File: src/rtl/iz_loader_pkg.sv
// Shared types and constants for the Izhikevich parameter loader.
// Reset constants are also used by the neuron bench.
package iz_loader_pkg;

  typedef enum logic [1:0] {
    IDLE,
    DATA,
    CHECK
  } state_t;

  localparam int FRAME_DATA_BYTES = 8;
  localparam int SHADOW_BYTES = FRAME_DATA_BYTES - 1;

  localparam logic [7:0] HEADER_DEFAULT = 8'hA5;

  localparam logic [15:0] RST_A = 16'h0001;
  localparam logic [15:0] RST_B = 16'h000D;
  localparam logic [15:0] RST_C = 16'hEFC0;
  localparam logic [15:0] RST_D = 16'h0200;

endpackage

File: src/rtl/iz_param_loader_if.sv
// Byte-stream input and committed-parameter output bundle.
// master = byte source / parameter consumer, slave = loader.
interface iz_param_loader_if;

  logic [7:0]  data_in;
  logic        data_valid;
  logic [15:0] param_a;
  logic [15:0] param_b;
  logic [15:0] param_c;
  logic [15:0] param_d;
  logic        params_ready;
  logic        load_busy;
  logic        load_done;
  logic        load_error;

  modport master (
    output data_in,
    output data_valid,
    input  param_a,
    input  param_b,
    input  param_c,
    input  param_d,
    input  params_ready,
    input  load_busy,
    input  load_done,
    input  load_error
  );

  modport slave (
    input  data_in,
    input  data_valid,
    output param_a,
    output param_b,
    output param_c,
    output param_d,
    output params_ready,
    output load_busy,
    output load_done,
    output load_error
  );

endinterface

File: src/rtl/iz_loader_timeout.sv
// Inter-byte idle timer; expire is asserted on the idle cycle
// at which the count has reached TIMEOUT_CYCLES-1.
module iz_loader_timeout #(
  parameter int TIMEOUT_CYCLES = 1024
) (
  input  logic clk,
  input  logic reset_n,
  input  logic clear,
  input  logic run,
  output logic expire
);

  localparam int W = $clog2(TIMEOUT_CYCLES);
  localparam logic [W-1:0] LAST = W'(TIMEOUT_CYCLES - 1);

  logic [W-1:0] cnt;

  assign expire = run && !clear && (cnt == LAST);

  always_ff @(posedge clk or negedge reset_n) begin
    if (!reset_n) begin
      cnt <= '0;
    end else if (clear) begin
      cnt <= '0;
    end else if (run) begin
      cnt <= cnt + 1'b1;
    end
  end

endmodule

File: src/rtl/iz_param_loader.sv
// Byte-serial loader for the Izhikevich neuron parameters a..d.
// Define IZ_LOADER_CHECKSUM_EN for a trailing XOR checksum byte.
module iz_param_loader
  import iz_loader_pkg::*;
#(
  parameter logic [7:0]  HEADER_BYTE    = HEADER_DEFAULT,
  parameter int          TIMEOUT_CYCLES = 1024,
  parameter logic [15:0] RST_A          = iz_loader_pkg::RST_A,
  parameter logic [15:0] RST_B          = iz_loader_pkg::RST_B,
  parameter logic [15:0] RST_C          = iz_loader_pkg::RST_C,
  parameter logic [15:0] RST_D          = iz_loader_pkg::RST_D
) (
  input logic              clk,
  input logic              reset_n,
  iz_param_loader_if.slave bus
);

  localparam logic [2:0] LAST_IDX = 3'(FRAME_DATA_BYTES - 1);

  state_t     state;
  state_t     state_nx;
  logic [2:0] idx;
  logic [7:0] shadow [SHADOW_BYTES];
  logic [7:0] last_byte;

  logic hdr;
  logic take;
  logic commit;
  logic abort;
  logic expire;
  logic t_clear;
  logic t_run;

  logic [15:0] param_a;
  logic [15:0] param_b;
  logic [15:0] param_c;
  logic [15:0] param_d;
  logic        params_ready;
  logic        load_done;
  logic        load_error;

`ifdef IZ_LOADER_CHECKSUM_EN
  logic [7:0] chk;
  logic [7:0] d_lo;
`endif

  assign take = (state == DATA) && bus.data_valid;

  assign t_clear = (state == IDLE) || bus.data_valid;
  assign t_run   = (state != IDLE) && !bus.data_valid;

  iz_loader_timeout #(
    .TIMEOUT_CYCLES(TIMEOUT_CYCLES)
  ) u_timeout (
    .clk    (clk),
    .reset_n(reset_n),
    .clear  (t_clear),
    .run    (t_run),
    .expire (expire)
  );

  always_ff @(posedge clk or negedge reset_n) begin
    if (!reset_n) begin
      state <= IDLE;
    end else begin
      state <= state_nx;
    end
  end

  always_comb begin
    state_nx = state;
    hdr      = 1'b0;
    commit   = 1'b0;
    abort    = 1'b0;
    unique case (state)
      IDLE: begin
        if (bus.data_valid && (bus.data_in == HEADER_BYTE)) begin
          hdr      = 1'b1;
          state_nx = DATA;
        end
      end
      DATA: begin
        if (bus.data_valid) begin
          if (idx == LAST_IDX) begin
`ifdef IZ_LOADER_CHECKSUM_EN
            state_nx = CHECK;
`else
            commit   = 1'b1;
            state_nx = IDLE;
`endif
          end
        end else if (expire) begin
          abort    = 1'b1;
          state_nx = IDLE;
        end
      end
      CHECK: begin
`ifdef IZ_LOADER_CHECKSUM_EN
        if (bus.data_valid) begin
          commit   = ((chk ^ bus.data_in) == 8'h00);
          abort    = !commit;
          state_nx = IDLE;
        end else if (expire) begin
          abort    = 1'b1;
          state_nx = IDLE;
        end
`else
        state_nx = IDLE;
`endif
      end
      default: state_nx = IDLE;
    endcase
  end

  // Without the checksum the final data byte is committed straight off the bus.
`ifdef IZ_LOADER_CHECKSUM_EN
  assign last_byte = d_lo;
`else
  assign last_byte = bus.data_in;
`endif

  always_ff @(posedge clk or negedge reset_n) begin
    if (!reset_n) begin
      idx <= '0;
      for (int i = 0; i < SHADOW_BYTES; i++) begin
        shadow[i] <= '0;
      end
    end else begin
      if (hdr) begin
        idx <= '0;
      end else if (take) begin
        idx <= idx + 1'b1;
      end
      for (int i = 0; i < SHADOW_BYTES; i++) begin
        if (take && (idx == 3'(i))) begin
          shadow[i] <= bus.data_in;
        end
      end
    end
  end

`ifdef IZ_LOADER_CHECKSUM_EN
  always_ff @(posedge clk or negedge reset_n) begin
    if (!reset_n) begin
      chk  <= '0;
      d_lo <= '0;
    end else begin
      if (hdr) begin
        chk <= bus.data_in;
      end else if (take) begin
        chk <= chk ^ bus.data_in;
      end
      if (take && (idx == LAST_IDX)) begin
        d_lo <= bus.data_in;
      end
    end
  end
`endif

  always_ff @(posedge clk or negedge reset_n) begin
    if (!reset_n) begin
      param_a      <= RST_A;
      param_b      <= RST_B;
      param_c      <= RST_C;
      param_d      <= RST_D;
      params_ready <= 1'b0;
      load_done    <= 1'b0;
      load_error   <= 1'b0;
    end else begin
      load_done <= commit;
      if (commit) begin
        param_a      <= {shadow[0], shadow[1]};
        param_b      <= {shadow[2], shadow[3]};
        param_c      <= {shadow[4], shadow[5]};
        param_d      <= {shadow[6], last_byte};
        params_ready <= 1'b1;
      end
      if (hdr) begin
        load_error <= 1'b0;
      end else if (abort) begin
        load_error <= 1'b1;
      end
    end
  end

  assign bus.param_a      = param_a;
  assign bus.param_b      = param_b;
  assign bus.param_c      = param_c;
  assign bus.param_d      = param_d;
  assign bus.params_ready = params_ready;
  assign bus.load_busy    = (state != IDLE);
  assign bus.load_done    = load_done;
  assign bus.load_error   = load_error;

endmodule
File: src/flat_wrapper.sv
// flat-port wrapper written by rule: the top's interface ports become plain ports
module iz_param_loader_flat import iz_loader_pkg::*;
#(
  parameter logic [7:0]  HEADER_BYTE    = HEADER_DEFAULT,
  parameter int          TIMEOUT_CYCLES = 1024,
  parameter logic [15:0] RST_A          = iz_loader_pkg::RST_A,
  parameter logic [15:0] RST_B          = iz_loader_pkg::RST_B,
  parameter logic [15:0] RST_C          = iz_loader_pkg::RST_C,
  parameter logic [15:0] RST_D          = iz_loader_pkg::RST_D
)
  (clk, reset_n, bus_data_in, bus_data_valid, bus_param_a, bus_param_b, bus_param_c, bus_param_d, bus_params_ready, bus_load_busy, bus_load_done, bus_load_error);
  iz_param_loader_if bus_i ();
  input logic clk;
  input logic reset_n;
  input wire logic [$bits(bus_i.data_in)-1:0] bus_data_in;
  input wire logic [$bits(bus_i.data_valid)-1:0] bus_data_valid;
  output wire logic [$bits(bus_i.param_a)-1:0] bus_param_a;
  output wire logic [$bits(bus_i.param_b)-1:0] bus_param_b;
  output wire logic [$bits(bus_i.param_c)-1:0] bus_param_c;
  output wire logic [$bits(bus_i.param_d)-1:0] bus_param_d;
  output wire logic [$bits(bus_i.params_ready)-1:0] bus_params_ready;
  output wire logic [$bits(bus_i.load_busy)-1:0] bus_load_busy;
  output wire logic [$bits(bus_i.load_done)-1:0] bus_load_done;
  output wire logic [$bits(bus_i.load_error)-1:0] bus_load_error;
  assign bus_i.data_in = bus_data_in;
  assign bus_i.data_valid = bus_data_valid;
  assign bus_param_a = bus_i.param_a;
  assign bus_param_b = bus_i.param_b;
  assign bus_param_c = bus_i.param_c;
  assign bus_param_d = bus_i.param_d;
  assign bus_params_ready = bus_i.params_ready;
  assign bus_load_busy = bus_i.load_busy;
  assign bus_load_done = bus_i.load_done;
  assign bus_load_error = bus_i.load_error;
  iz_param_loader #(.HEADER_BYTE(HEADER_BYTE), .TIMEOUT_CYCLES(TIMEOUT_CYCLES), .RST_A(RST_A), .RST_B(RST_B), .RST_C(RST_C), .RST_D(RST_D)) u_core (.clk(clk), .reset_n(reset_n), .bus(bus_i));
endmodule
File: config.mk
export PLATFORM = sky130hd
export DESIGN_NAME = iz_param_loader_flat
export DESIGN_NICKNAME = d
export VERILOG_FILES = /design/src/rtl/iz_loader_pkg.sv /design/src/rtl/iz_param_loader_if.sv /design/src/rtl/iz_loader_timeout.sv /design/src/rtl/iz_param_loader.sv /design/src/flat_wrapper.sv
export SDC_FILE = /design/constraint.sdc
export NUM_CORES = 1
export LEC_CHECK = 0
export ABC_CLOCK_PERIOD_IN_PS = 1600
export CORE_MARGIN = 8
export CORE_UTILIZATION = 35
export CTS_CLUSTER_DIAMETER = 100
export DETAILED_ROUTE_END_ITERATION = 8
export SLEW_MARGIN = 20
export SYNTH_ARGS = -nofsm -noshare
export SYNTH_HDL_FRONTEND = slang
export SYNTH_HIERARCHICAL = 1
export SYNTH_SLANG_ARGS = --single-unit
export TNS_END_PERCENT = 20
File: constraint.sdc
create_clock -name clk -period 1.6 [get_ports clk]
set_input_delay 0.48 -clock clk [delete_from_list [all_inputs] [get_ports clk]]
set_output_delay 0.48 -clock clk [all_outputs]
set_load 0.03 [all_outputs]
== Word level (Yosys, flattened, before mapping) ==
Index checks and enable logic that the tools add are counted.
Storage, ports and cells
  bits in registers: 138
  input bits: 11
  output and inout bits: 68
  word-level logic and storage cells: 73
Operators by class
  add/subtract/negate cells: 2
  eq/ne operators: 13
  mux-type cells: 19
  reductions and logical operators: 22
Operators with widths (count)
  $mux W10: 2
  $eq A3 B3 Y1 const B: 4
  $logic_and A1 B1 Y1: 12
  $add A10 B1 Y10 const B: 1
  $eq A10 B10 Y1 const B: 1
  $mux W1: 10
  $eq A8 B8 Y1 const B: 1
  $mux W2: 4
  $reduce_bool A2 Y1: 4
  $eq A3 B2 Y1 const B: 2
  $mux W3: 2
  $pmux W2 S2: 1
  $add A3 B1 Y3 const B: 1
  $eq A3 B1 Y1 const B: 1
  $logic_not A3 Y1: 1
  $ne A3 B2 Y1 const B: 1
  $ne A3 B3 Y1 const B: 1
  $reduce_and A3 Y1: 1
  $eq A2 B1 Y1 const B: 1
  $logic_not A1 Y1: 2
  $logic_not A2 Y1: 1
  $ne A2 B2 Y1 const B: 1
  $logic_or A1 B1 Y1: 1

== Logic depth before layout (Yosys ltp) ==
  word-level depth: 10
  depth in mapped cells: 8
  mapped depth without buffers: 7

== Modules after synthesis ==
The synthesis kept the hierarchy.
By module, submodules not included
  iz_param_loader: instances 1, cells each 296, area each 5132.4 um^2, sequential area each 3195.6 um^2
  iz_loader_timeout: instances 1, cells each 49, area each 509.2 um^2, sequential area each 250.2 um^2

== Least setup slack after synthesis ==
OpenSTA, ideal clock, no wires.
  path kind: reg2reg
  start: reg u_core.state[0]
  end: reg u_core.state[0]
  setup time: 0.118 ns
  arrival time: 1.907 ns
  required time: 1.482 ns
  slack: -0.425 ns
  cell stages (with the launch flop): 9
  path buffers: 1
  clock period less this slack: 2.025 ns
  path through: dfrtp_1 buf_4 nand2b_1 inv_1 and4_2 nand2_1 nor4_1 mux2i_1 a21o_1
Between the ends
  longest elaborated chain between the ends: 7
  elaborated cells between the ends (all ways): 13
  those cells by class: 4 x eq/ne; 1 x mux; 8 x reduce/logical
RTL lines
  from (decl): line iz_param_loader.sv:20  | state_t state;
  from (signal assigned): line iz_param_loader.sv:66  | state <= state_nx;
  $logic_not A2 Y1: line iz_param_loader.sv:49  | assign t_clear = (state == IDLE) || bus.data_valid;
  $logic_or A1 B1 Y1: line iz_param_loader.sv:49
  named net u_core.t_clear: line iz_param_loader.sv:31  | logic t_clear;
  $logic_not A1 Y1: line iz_loader_timeout.sv:18  | assign expire = run && !clear && (cnt == LAST);
  $logic_and A1 B1 Y1 (2 in series): line iz_loader_timeout.sv:18
  named net u_core.expire: line iz_param_loader.sv:30  | logic expire;
  $ne A3 B2 Y1 (no line)
  $reduce_and A3 Y1 (no line)
The timed path passes the listed nets, and every way through them passes these cells.
A chain may end at the register's enable or synchronous reset.

== Worst setup path after layout ==
  start: reg u_core.idx[0]
  end: reg u_core.param_d[14] (netlist: u_core/bus.param_d[14])
Between the ends
  longest elaborated chain between the ends: 4
RTL lines
  from (decl): line iz_param_loader.sv:22  | logic [2:0] idx;
  from (signal assigned): line iz_param_loader.sv:132  | idx <= idx + 1'b1;
  $eq A3 B3 Y1: line iz_param_loader.sv:84  | if (idx == LAST_IDX) begin
  $mux W1: line iz_param_loader.sv:84
  $mux W1: line iz_param_loader.sv:83  | if (bus.data_valid) begin
  $mux W1: line iz_param_loader.sv:75  | unique case (state)
  to (signal assigned): line iz_param_loader.sv:175  | param_d <= {shadow[6], last_byte};
  to (decl): line iz_param_loader.sv:37  | logic [15:0] param_d;
Every way passes these cells.

==> metrics.csv <==
metric,value,unit
I/O pin cnt,79,
simple-gate share of the synthesized area,5.633,%
CP Capture Type,register,
number of synthesized register bits,137,
Post-synth EDFFs,0,
maxcap violations,0,
largest family of logic cells by synthesized area,multiplexers,
Routed WL,13.13,mm
share of layout cells above drive strength 1,62.73,%
Layout Cells excl Fill,707,
Slew @ Worst Pin,340.8,ps
final hold vios,0,
Antenna Cells,0,
clock buffer count from CTS,17,
vias per cell,4.645,
die span in y,143.0,um
CP Class,reg -> reg,
Residual DRC,0,
failing checks,setup timing,
CTS tree,built,
most frequent cells in the layout,"dfrtp_1 (122), mux2_2 (64), mux2_4 (54)",
global-route wire length before repair,21.13,mm
Max clock buf depth,2,
Compound-Gate Fraction of Synth Area,1.175,%
DRT Pass-1 Iters,4,
leading area contributor after synthesis,dfrtp_1,
# fillers,1322,
core area,15830,um^2
worst r2r path cells,6,
Slew Limit Fails,0,
status,finished with violations,
Initial Util,35.64,%
CTS Root Cell,clkbuf_16,
width of the die,143.0,um
Min-Delay Path Depth,1,
Slew Limit Headroom,76.97,%
P_leak,3.769,nW
Hold Path Class,reg -> reg,
post-DP HPWL,8.832,mm
register area share after synthesis,61.08,%
"Worst Setup Slack, final",-39.84,ps
post-synthesis cell area,5642,um^2
CP Cell Sequence,"ha_4, ha_4, and3_4, buf_8, buf_8, mux2_2",
clk_lat worst skew,420,ps
antenna violations before repair,0,
PD cells,1140,nW/um^2
Setup Skew,5.628,ps
Final Cycle Share,102.5,%
minimum clock period,1640,ps
Site Rows,46,
CP max stage cell,dfrtp_1,
yosys warns,6,
gpl congestion,0.7753,
grt total ovfl,0,
Layout Nets,496,
clk sinks,137,
Critical Path AT,1950,ps
worst slack at placement,-482.8,ps
Worst VDD drop,0.0008349,V
"antenna viol nets, final",0,
Synth Area in Adders,1.552,%
crit start category,register,
required time of the critical path,1910,ps
Critical Path Fanout Max,6,
Hold Path Origin,u_core/bus.params_ready,
mux cell area share after synthesis,27.37,%
mean post-synth cell area,16.35,um^2
Worst R2R End,u_core/bus.param_d[14],
most common flop cell mapped by yosys,dfrtp_1,
Synth Net Count,363,
wire length per cell,18.57,um
R2R Setup Slk,-40,ps
initial drt markers,128,
vias in the first global route,3641,
synth-to-layout area growth,41.74,%
CP max stage delay,390,ps
# H-tree levels,4,
Vias,3284,
Total GRT Usage,13.88,%
XOR/XNOR share of the synthesized area,0.6210,%
Yosys top cell area share,54.56,%
largest net degree at the start of global routing,35,
RSZ-0062 raised after global routing,true,
Cells after DPL,665,
CP Buf/Inv Count,2,
setup TNS,-1337,ps
synth unique cells,43,
Post-Syn Instances,345,
family with the most delay on the worst path,flip-flops,
"commonest non-fill, non-tap cell in the layout",dfrtp_1,
sink of the worst hold path,u_core/bus.params_ready,
r2r startpoint,u_core/idx[0],
I/O Buffers,78,
f_max,609.8,MHz
CTS clock-pin slew for the worst setup and hold paths,60,ps
Hold WS,470.9,ps
DIE AREA,20440,um^2
ys async rst share,100.0,%
endpoints failing setup,52,
Area contributors post-synth,"dfrtp_1 (55%), mux2_2 (16%), mux2_4 (11%)",
-- cell families after synthesis --
kind of cell | after synthesis
AO/OA/AOI/OAI | 11
buffers and inverters | 18
XOR/XNOR | 4
flip-flops | 137
adder cells (fa/ha/maj) | 7
AND/OR/NAND/NOR | 44
multiplexers | 124
-- cells in the mapped netlist, types with 2 or more instances --
library cell / instances
a21oi_1: 3
buf_2: 2
buf_6: 5
buf_8: 3
dfrtp_1: 123
dfstp_2: 14
ha_1: 7
inv_1: 6
mux2_1: 4
mux2_2: 78
mux2_4: 40
mux2i_1: 2
nand2_1: 10
nand3_1: 2
nand3_2: 2
nand3_4: 2
nand4_2: 2
nor2_1: 7
nor2b_1: 2
o21ai_0: 3
o31ai_1: 3
or4_1: 2
xnor2_1: 2
xor2_1: 2
-- layout make-up --
cell class,instances,area (um^2),share of cell area [%]
clock buffer,21,480.5,6.008
clock inverter,11,120.1,1.502
inverter,6,25.02,0.3129
multi-input combinational,190,2227,27.85
sequential,137,3447,43.11
tap,216,270.3,3.380
timing repair buffer,126,1426,17.84
-- worst register-to-register path, delay by kind of cell, from the launching register on --
kind / cells / cell delay (ps)
AND/OR/NAND/NOR: 1 / 240
flip-flops: 1 / 390
multiplexers: 1 / 330
buffers and inverters: 2 / 280
adder cells (fa/ha/maj): 2 / 300
-- where the power goes --
part | switching, mW | internal [mW]
Combinational | 0.552 | 0.623
Clock | 1.44 | 2.45
Sequential | 0.215 | 3.83
-- repair_timing --
item	in CTS	in global routing
pin swaps	3	4
endpoints found under the setup margin	144	168
setup buffers	6	1
hold buffers	1	0
gates cloned	2	0
gates resized for setup	199	17
hold endpoints to repair	25	0
-- state kept, by name, indices dropped and copies added, names as in the netlist, 3 cells and up --
register / cells
u_core/shadow: 56
u_core/u_timeout/cnt: 10
u_core/idx: 3
u_core/bus.param_d: 16
u_core/bus.param_a: 16
u_core/bus.param_c: 16
u_core/bus.param_b: 16
-- per-layer routing --
metal | share of wire, % | vias to the layer above | GRT usage (%)
met4 | 1.8 | 0 | 5.369
met3 | 5.6 | 19 | 4.975
met5 | 0 | - | 0
met2 | 46 | 75 | 21.02
li1 | - | 1488 | -
met1 | 47 | 1702 | 17.75
-- how the worst max path moves through the flow --
| stage | start | endpoint | slack (ps) | cells past startpoint |
|---|---|---|---|---|
| 6_report | u_core/idx[0] | u_core/bus.param_d[14] | -40 | 6 |
| 5_1_grt | u_core/idx[0] | u_core/bus.param_d[14] | -90 | 6 |
| 4_1_cts | u_core/idx[1] | u_core/bus.param_d[14] | -80 | 6 |
| 3_5_place_dp | bus_data_valid | u_core/state[0] | -480 | 8 |
| 3_3_place_gp | bus_data_valid | u_core/state[0] | -460 | 8 |
| 2_1_floorplan | bus_data_valid | u_core/state[0] | -160 | 8 |
-- metrics by stage --
step	power, mW	util (%)	instance area (um^2)
detailed placement	5.117	44.53	7048
finish	9.112	50.52	7996
CTS	9.117	49.94	7904
global route	9.529	50.52	7996
floorplan	4.656	-	5672
global placement	5.068	44.53	7048
(Power assumes the default switching activity.)
